$ cat src/rtl/snes_reader.sv
// SNES controller poller: latch/clock generation and 16-bit button capture.
// Define SNES_PRESENT_DETECT_EN to add a 17th clock for controller detection.
module snes_reader #(
    parameter int unsigned LATCH_STEPS = 1,
    parameter int unsigned GAP_STEPS   = 1400,
    parameter int unsigned GAP_W       = 11
) (
    input  logic        clk_i,
    input  logic        reset,
    input  logic        div_clk_i,
    input  logic        snes_data_i,
    output logic        snes_latch_o,
    output logic        snes_clk_o,
    output logic [15:0] buttons_o,
    output logic        valid_o,
    output logic        present_o
);

`ifdef SNES_PRESENT_DETECT_EN
    localparam int unsigned NBITS = 17;
`else
    localparam int unsigned NBITS = 16;
`endif
    localparam int unsigned BIT_W = 5;

    localparam logic [GAP_W-1:0] GAP_LAST   = GAP_W'(GAP_STEPS - 1);
    localparam logic [GAP_W-1:0] LATCH_LAST = GAP_W'(LATCH_STEPS - 1);
    localparam logic [BIT_W-1:0] BIT_LAST   = BIT_W'(NBITS - 1);

    typedef enum logic [2:0] {
        S_GAP,
        S_LATCH,
        S_LOW,
        S_HIGH,
        S_DONE
    } state_t;

    state_t             state_q, state_d;
    logic [GAP_W-1:0]   cnt_q, cnt_d;
    logic [BIT_W-1:0]   bit_q, bit_d;
    logic [NBITS-1:0]   shift_q, shift_d;
    logic               latch_q, latch_d;
    logic               sclk_q, sclk_d;
    logic [15:0]        buttons_q, buttons_d;
    logic               valid_q, valid_d;
    logic               present_q, present_d;
    logic               div_q;
    logic               data_s1_q, data_s2_q;
    logic               step;

    assign step = div_clk_i & ~div_q;

    always_ff @(posedge clk_i) begin
        if (reset) begin
            state_q   <= S_GAP;
            cnt_q     <= '0;
            bit_q     <= '0;
            shift_q   <= '0;
            latch_q   <= 1'b0;
            sclk_q    <= 1'b1;
            buttons_q <= '0;
            valid_q   <= 1'b0;
            present_q <= 1'b0;
            div_q     <= 1'b0;
            data_s1_q <= 1'b1;
            data_s2_q <= 1'b1;
        end else begin
            state_q   <= state_d;
            cnt_q     <= cnt_d;
            bit_q     <= bit_d;
            shift_q   <= shift_d;
            latch_q   <= latch_d;
            sclk_q    <= sclk_d;
            buttons_q <= buttons_d;
            valid_q   <= valid_d;
            present_q <= present_d;
            div_q     <= div_clk_i;
            data_s1_q <= snes_data_i;
            data_s2_q <= data_s1_q;
        end
    end

    always_comb begin
        state_d   = state_q;
        cnt_d     = cnt_q;
        bit_d     = bit_q;
        shift_d   = shift_q;
        latch_d   = latch_q;
        sclk_d    = sclk_q;
        buttons_d = buttons_q;
        valid_d   = 1'b0;
        present_d = present_q;
        unique case (state_q)
            S_GAP: begin
                if (step) begin
                    if (cnt_q == GAP_LAST) begin
                        cnt_d   = '0;
                        latch_d = 1'b1;
                        state_d = S_LATCH;
                    end else begin
                        cnt_d = cnt_q + GAP_W'(1);
                    end
                end
            end
            S_LATCH: begin
                if (step) begin
                    if (cnt_q == LATCH_LAST) begin
                        cnt_d   = '0;
                        latch_d = 1'b0;
                        sclk_d  = 1'b0;
                        bit_d   = '0;
                        state_d = S_LOW;
                    end else begin
                        cnt_d = cnt_q + GAP_W'(1);
                    end
                end
            end
            S_LOW: begin
                if (step) begin
                    for (int i = 0; i < NBITS; i++) begin
                        if (bit_q == BIT_W'(i)) shift_d[i] = ~data_s2_q;
                    end
                    sclk_d  = 1'b1;
                    state_d = S_HIGH;
                end
            end
            S_HIGH: begin
                if (step) begin
                    if (bit_q == BIT_LAST) begin
                        state_d = S_DONE;
                    end else begin
                        bit_d   = bit_q + BIT_W'(1);
                        sclk_d  = 1'b0;
                        state_d = S_LOW;
                    end
                end
            end
            S_DONE: begin
`ifdef SNES_PRESENT_DETECT_EN
                // A connected pad drives 0 after its 16 bits; stored inverted.
                present_d = shift_q[16];
                buttons_d = shift_q[16] ? shift_q[15:0] : 16'h0000;
`else
                present_d = 1'b1;
                buttons_d = shift_q[15:0];
`endif
                valid_d   = 1'b1;
                cnt_d     = '0;
                state_d   = S_GAP;
            end
            default: state_d = S_GAP;
        endcase
    end

    assign snes_latch_o = latch_q;
    assign snes_clk_o   = sclk_q;
    assign buttons_o    = buttons_q;
    assign valid_o      = valid_q;
    assign present_o    = present_q;

endmodule

$ cat config.mk
export PLATFORM = sky130hd
export DESIGN_NAME = snes_reader
export DESIGN_NICKNAME = d
export VERILOG_FILES = /design/src/rtl/snes_reader.sv
export SDC_FILE = /design/constraint.sdc
export NUM_CORES = 1
export LEC_CHECK = 0
export CAP_MARGIN = 40
export CORE_MARGIN = 1.5
export CORE_UTILIZATION = 51
export CTS_CLUSTER_DIAMETER = 80
export CTS_CLUSTER_SIZE = 24
export DETAILED_ROUTE_END_ITERATION = 12
export PLACE_DENSITY = 0.73
export RECOVER_POWER = 25
export SYNTH_ARGS = -nofsm -noshare
export SYNTH_HDL_FRONTEND = slang
export SYNTH_SLANG_ARGS = --single-unit
$ cat constraint.sdc
create_clock -name clk_i -period 1.9 [get_ports clk_i]
set_input_delay 0.38 -clock clk_i [delete_from_list [all_inputs] [get_ports clk_i]]
set_output_delay 0.38 -clock clk_i [all_outputs]
set_load 0.01 [all_outputs]
Word level (Yosys, flattened, before mapping)

Cells that the tools add are included.

Add/sub/neg operators: 2
Multiply operators: 0
Divide/modulo/power cells: 0
Magnitude comparators: 0
Equal/unequal tests: 27
Shift-type cells: 0
Multiplexer cells: 28
Bitwise gates (word level): 3
Reduce and logical (&&, ||, !) cells: 28

Operators with widths:

| cell                                                                   | number |
|---|---|
| 3-bit AND reduction                                                    | 17 |
| 11-bit 2-to-1 mux                                                      | 4 |
| 5-bit by 4-bit equality test with 1-bit output (second input constant) | 8 |
| 11-bit one-hot mux with 3 select lines                                 | 1 |
| 3-bit 2-to-1 mux                                                       | 7 |
| 5-bit by 3-bit equality test with 1-bit output (second input constant) | 4 |
| 5-bit 2-to-1 mux                                                       | 4 |
| 2-bit inequality test (second input constant)                          | 7 |
| 3-bit one-hot mux with 4 select lines                                  | 1 |
| 6-bit AND reduction                                                    | 2 |
| 11-bit by 1-bit adder with 11-bit output (second input constant)       | 1 |
| 11-bit equality test (second input constant)                           | 1 |
| 11-bit logical NOT                                                     | 1 |
| 5-bit by 2-bit equality test with 1-bit output (second input constant) | 2 |
| 5-bit one-hot mux with 2 select lines                                  | 1 |
| 5-bit AND reduction                                                    | 2 |
| 1-bit 2-to-1 mux                                                       | 8 |
| 3-bit by 2-bit equality test with 1-bit output (second input constant) | 2 |
| 3-bit nonzero test                                                     | 2 |
| 5-bit by 1-bit adder with 5-bit output (second input constant)         | 1 |
| 5-bit by 1-bit equality test with 1-bit output (second input constant) | 1 |
| 5-bit logical NOT                                                      | 1 |
| 2-bit nonzero test                                                     | 2 |
| 3-bit by 1-bit equality test with 1-bit output (second input constant) | 1 |
| other kinds (6)                                                        | 7 |

Flip-flop bits (word level): 58
Latch bits: 0
Memory bits (writable): 0
Bits in read-only memories: 0
Memories: 0

Longest topological paths before layout

Depth in word-level cells: 4
Depth in mapped cells: 7

Worst setup path before layout

Ideal clock, no wire load.

Kind: register to register
From: register bit_q[0]
To: register bit_q[4]
Arrival time: 1.706 ns
Data required time: 1.779 ns
Setup slack: 0.073 ns
Stages on the path, launching flop included: 7
Buffers on the path: 0
Clock period less this slack: 1.827 ns
Cells stage by stage: dfxtp_1 > ha_1 > and3_1 > ha_1 > nand2b_1 > a21oi_2 > mux2_2

Cells in the longest elaborated chain, start to end: 4
Elaborated cells between the ends (all ways): 7

RTL lines:

| what                                   | RTL line | text |
|---|---|---|
| from (decl)                            | 40       | `logic [BIT_W-1:0] bit_q, bit_d;` |
| from (signal assigned)                 | 70       | `bit_q <= bit_d;` |
| 5-bit by 1-bit adder with 5-bit output | 132      | `bit_d = bit_q + BIT_W'(1);` |
| 5-bit 2-to-1 mux                       | 129      | `if (bit_q == BIT_LAST) begin` |
| 5-bit 2-to-1 mux                       | 128      | `if (step) begin` |
| 5-bit one-hot mux with 2 select lines  | 93       | `unique case (state_q)` |

Several ways; a longest one is shown, not always the timed one. The select of a mux whose other input is x is not followed.
A chain may end at the register's enable or synchronous reset.

Final worst setup path

From: register bit_q[1]
To: register bit_q[4]

Same word-level chain as after synthesis.

==> report_table.html <==
<table>
<tr><th>Metric</th><th>Value</th></tr>
<tr><th colspan="2">Timing</th></tr>
<tr><td>Hold Worst Slack</td><td>between 0.4 and 0.5 ns</td></tr>
<tr><td>RSZ-0062 raised after global routing</td><td>no</td></tr>
<tr><td>Measured slew at the worst slew-check pin</td><td>0.483 ns</td></tr>
<tr><td>Worst-case clock skew</td><td>0.00723 ns</td></tr>
<tr><td>Share of the cycle needed by the critical path after routing</td><td>94.6%</td></tr>
<tr><td>Final number of hold-violating endpoints</td><td>0</td></tr>
<tr><td>Maximum clock frequency</td><td>556 MHz</td></tr>
<tr><td>Fin Setup TNS</td><td>0 ns</td></tr>
<tr><td>Final setup violation count</td><td>0</td></tr>
<tr><td>Worst rel slew slack</td><td>about two thirds</td></tr>
<tr><td>Setup slack after layout</td><td>between 0.1 and 0.15 ns</td></tr>
<tr><td>Number of slew-limit violations in the final report</td><td>0</td></tr>
<tr><td>Shortest clock period the worst path allows after layout</td><td>1.80 ns</td></tr>
<tr><th colspan="2">Layout</th></tr>
<tr><td>Final std cell area, no fill</td><td>0.00326 sq mm</td></tr>
<tr><td>Total area of multi-input combinational cells</td><td>between 0.001 and 0.0015 sq mm</td></tr>
<tr><td>Post-layout utilization of the core</td><td>between 60% and 70%</td></tr>
<tr><td>Most common library cell in the layout ignoring fill and taps</td><td>sky130_fd_sc_hd__dfxtp_1</td></tr>
<tr><td>Fin cells</td><td>406</td></tr>
<tr><td>Final-layout fill cell count</td><td>417</td></tr>
<tr><td>Sequential cell area</td><td>0.00116 sq mm</td></tr>
<tr><td>Layout overhead on the synthesized area</td><td>24.1%</td></tr>
<tr><td>NumNets Final</td><td>345</td></tr>
<tr><td>Share of layout cells above drive strength 1</td><td>between 10% and 20%</td></tr>
<tr><td>Leading cell types in the layout, fill and taps excluded</td><td>56 x sky130_fd_sc_hd__dfxtp_1, 37 x sky130_fd_sc_hd__a21oi_1, 36 x sky130_fd_sc_hd__nand2_1</td></tr>
<tr><td>Antenna cell count</td><td>0</td></tr>
<tr><th colspan="2">Synth</th></tr>
<tr><td>Syn avg cell area</td><td>8.89 sq um</td></tr>
<tr><td>Sequential-to-total area share from yosys stat</td><td>between 40% and 50%</td></tr>
<tr><td>Number of distinct standard cells referenced by the synthesized netlist</td><td>48</td></tr>
<tr><td>Share of synthesized registers carrying an async set or reset</td><td>0%</td></tr>
<tr><td>Post-synth EDFFs</td><td>0</td></tr>
<tr><td>Post-synth net total</td><td>306</td></tr>
<tr><td>Count of warnings emitted by yosys</td><td>0</td></tr>
<tr><td>Prevailing post-synth register cell</td><td>sky130_fd_sc_hd__dfxtp_1</td></tr>
<tr><td>Synth Register Bits</td><td>58</td></tr>
<tr><td>Synthesized instance count</td><td>295</td></tr>
<tr><td>Cell area after synthesis</td><td>0.00262 sq mm</td></tr>
<tr><th colspan="2">Detailed routing</th></tr>
<tr><td>Iteration-0 DRC count of the detailed router</td><td>approximately 230</td></tr>
<tr><td>Routed WL</td><td>5930 um</td></tr>
<tr><td>Detail-routed net length per standard cell</td><td>14.6 um</td></tr>
<tr><td>Antenna Violating Nets Remaining</td><td>0</td></tr>
<tr><td>DR pass1 iterations</td><td>4</td></tr>
<tr><td>Remaining design rule violation count</td><td>0</td></tr>
<tr><td>Via-per-instance ratio</td><td>about 5.6</td></tr>
<tr><td>Count of vias placed by the detailed router</td><td>2282</td></tr>
<tr><th colspan="2">Power</th></tr>
<tr><td>Total Power Consumption</td><td>2.70 mW</td></tr>
<tr><td>Power density over the cells</td><td>roughly 830 mW/mm^2</td></tr>
<tr><td>Leakage power summed over all cells</td><td>1.21 nW</td></tr>
<tr><td>Largest vdd supply drop</td><td>0.595 mV</td></tr>
<tr><th colspan="2">Global route</th></tr>
<tr><td>Total congestion overflow</td><td>0</td></tr>
<tr><td>Vias in the first global route</td><td>2131</td></tr>
<tr><td>Overall track demand over capacity in global routing</td><td>24.1%</td></tr>
<tr><td>Initial antenna violation count</td><td>0</td></tr>
<tr><td>Pin count of the biggest net entering global routing</td><td>29</td></tr>
<tr><td>First-pass GRT wire length</td><td>10000 um</td></tr>
<tr><th colspan="2">Critical path</th></tr>
<tr><td>Crit end category</td><td>flip-flop</td></tr>
<tr><td>Critical Path Start Type</td><td>flip-flop</td></tr>
<tr><td>Worst r2r dst</td><td>bit_q[4]</td></tr>
<tr><td>Register-to-register path setup slack</td><td>between 0.1 and 0.15 ns</td></tr>
<tr><td>R2r worst-path depth</td><td>6</td></tr>
<tr><td>Critical path fanouts, max</td><td>5</td></tr>
<tr><td>CP Data Arrival Time</td><td>roughly 2.0 ns</td></tr>
<tr><td>Timing startpoint of the critical path</td><td>bit_q[1]</td></tr>
<tr><td>Reg2reg start</td><td>bit_q[1]</td></tr>
<tr><td>Critical setup path kind</td><td>flip-flop to flip-flop</td></tr>
<tr><td>Required time worst endpoint</td><td>2.13 ns</td></tr>
<tr><th colspan="2">Floorplanning</th></tr>
<tr><td>Die Span X</td><td>~75 um</td></tr>
<tr><td>Core Box Area</td><td>~0.0048 sq mm</td></tr>
<tr><td>Die Area</td><td>0.00558 sq mm</td></tr>
<tr><td>I/O pin count</td><td>24</td></tr>
<tr><td>Row count</td><td>25</td></tr>
<tr><td>Die height</td><td>about 75 um</td></tr>
<tr><td>Initial core utilization</td><td>54.1%</td></tr>
<tr><th colspan="2">Clocking</th></tr>
<tr><td>Number of setup buffers added after CTS</td><td>0</td></tr>
<tr><td>Clock latency reported for the late side of the worst-skew pair</td><td>0.34 ns</td></tr>
<tr><td>Clock tree root buffer cell</td><td>sky130_fd_sc_hd__clkbuf_8</td></tr>
<tr><td>Number of sinks on the clock net</td><td>58</td></tr>
<tr><td>Hold-fix buffers at CTS</td><td>0</td></tr>
<tr><td>Number of buffers added by the clock tree synthesis step</td><td>9</td></tr>
<tr><td>Clock-pin slew of the registers on the worst-case setup and hold paths</td><td>0.07 ns</td></tr>
<tr><td>Total number of H-tree levels</td><td>3</td></tr>
<tr><td>Deepest clock path buffer count</td><td>2</td></tr>
<tr><td>TritonCTS clock tree</td><td>done</td></tr>
<tr><th colspan="2">Place</th></tr>
<tr><td>Placer's final routability congestion estimate</td><td>slightly below 0.9</td></tr>
<tr><td>Place WS</td><td>-0.218 ns</td></tr>
<tr><td>DP Area</td><td>0.00302 sq mm</td></tr>
<tr><td>Number of placed cells counting well taps</td><td>390</td></tr>
<tr><td>Number of buffer cells added on primary ports</td><td>23</td></tr>
<tr><td>Detailed placement HPWL</td><td>4020 um</td></tr>
<tr><th colspan="2">Flow run</th></tr>
<tr><td>Number of max-cap violations</td><td>0</td></tr>
<tr><th colspan="2">Min path</th></tr>
<tr><td>Capture endpoint of the worst hold path</td><td>data_s2_q</td></tr>
<tr><td>Min-delay worst type</td><td>flip-flop to flip-flop</td></tr>
<tr><td>Source of the worst hold timing path</td><td>data_s1_q</td></tr>
<tr><td>Hold depth</td><td>1</td></tr>
<tr><th colspan="2">Outcome</th></tr>
<tr><td>Outcome</td><td>finished, final reports clean</td></tr>
</table>
==> sequential cells by signal (all words and copies together), names as in the netlist <==
| signal | cells |
|---|---|
| div_q | 1 |
| shift_q | 16 |
| state_q | 3 |
| bit_q | 5 |
| snes_clk_o | 1 |
| cnt_q | 11 |
| present_o | 1 |
| valid_o | 1 |
| data_s2_q | 1 |
| data_s1_q | 1 |
| snes_latch_o | 1 |
| buttons_o | 16 |
==> worst max-delay path, stage by stage, from the launching register on <==
cell                       delay, ns
sky130_fd_sc_hd__dfxtp_1        0.36
sky130_fd_sc_hd__ha_1           0.22
sky130_fd_sc_hd__and3_1         0.20
sky130_fd_sc_hd__ha_1           0.19
sky130_fd_sc_hd__nand2b_1       0.19
sky130_fd_sc_hd__a21oi_2        0.18
sky130_fd_sc_hd__mux2_2         0.34
==> metal layers <==
| layer | track usage (%) | vias up | wire length (um) | share of wire (%) |
|---|---|---|---|---|
| met3 | 4.82 | 12 | 210 | 3.5 |
| met1 | 33.3 | 1084 | 2860 | 48 |
| li1 | - | 1139 | - | - |
| met2 | 35.2 | 47 | 2710 | 46 |
| met4 | 13.5 | 0 | 142 | 2.4 |
| met5 | 0 | - | 0 | 0 |
==> worst max-delay path by stage <==
stage	slack, ns	end	cells past startpoint
after floorplan	0.07	bit_q[4]	6
after global placement	-0.09	shift_q[5]	5
after detailed placement	-0.22	shift_q[2]	5
after CTS	0.05	cnt_q[3]	7
after global routing	0.006	shift_q[2]	5
final	0.10	bit_q[4]	6
==> cell usage after synthesis, drive strengths merged, types with 4 or more instances <==
cell type	instances	share of area (%)
a21oi	38	7.4
a311oi	10	3.3
a31oi	6	1.4
and3	5	1.2
and4	4	1.3
buf	10	2.8
clkbuf	10	1.5
dfxtp	58	44
ha	7	3.3
inv	7	1.0
mux2i	5	1.9
nand2	36	5.2
nand3	4	0.76
nand4	7	1.7
nor2	19	2.7
nor2b	6	1.4
nor3	9	1.7
o21a	4	1.1
o21ai	9	1.7
xor2	6	2.0
==> report_power, final <==
group          switching [mW]  internal (mW)
Clock                   0.494          0.769
Combinational          0.0980         0.0918
Sequential             0.0189           1.23
==> area by class of cell <==
class	instances	area share, %
tap	67	2.57
sequential	58	35.7
timing repair buffer	48	13.1
clock inverter	5	2.38
multi-input combinational	210	41.0
clock buffer	11	4.34
inverter	7	0.807
==> timing repair <==
| item | 4_1_cts | 5_1_grt |
|---|---|---|
| pin swaps | 0 | 1 |
| resized for setup | 1 | 4 |
| endpoints found under the setup margin | 11 | 14 |
==> logic make-up (layout without fill, tap and decap cells) <==
| logic type | count (synthesis) | after routing | synth area share [%] |
|---|---|---|---|
| AOI/OAI and AO/OA | 79 | 79 | 18.8 |
| adders and majority gates | 7 | 7 | 3.34 |
| muxes | 6 | 6 | 2.34 |
| DFF | 58 | 58 | 44.3 |
| xor gates and xnor gates | 7 | 7 | 2.34 |
| and+or+nand+nor | 111 | 111 | 23.6 |
| buffers and inverters | 27 | 71 | 5.30 |
Note: power is estimated with default switching activity, not from simulation.
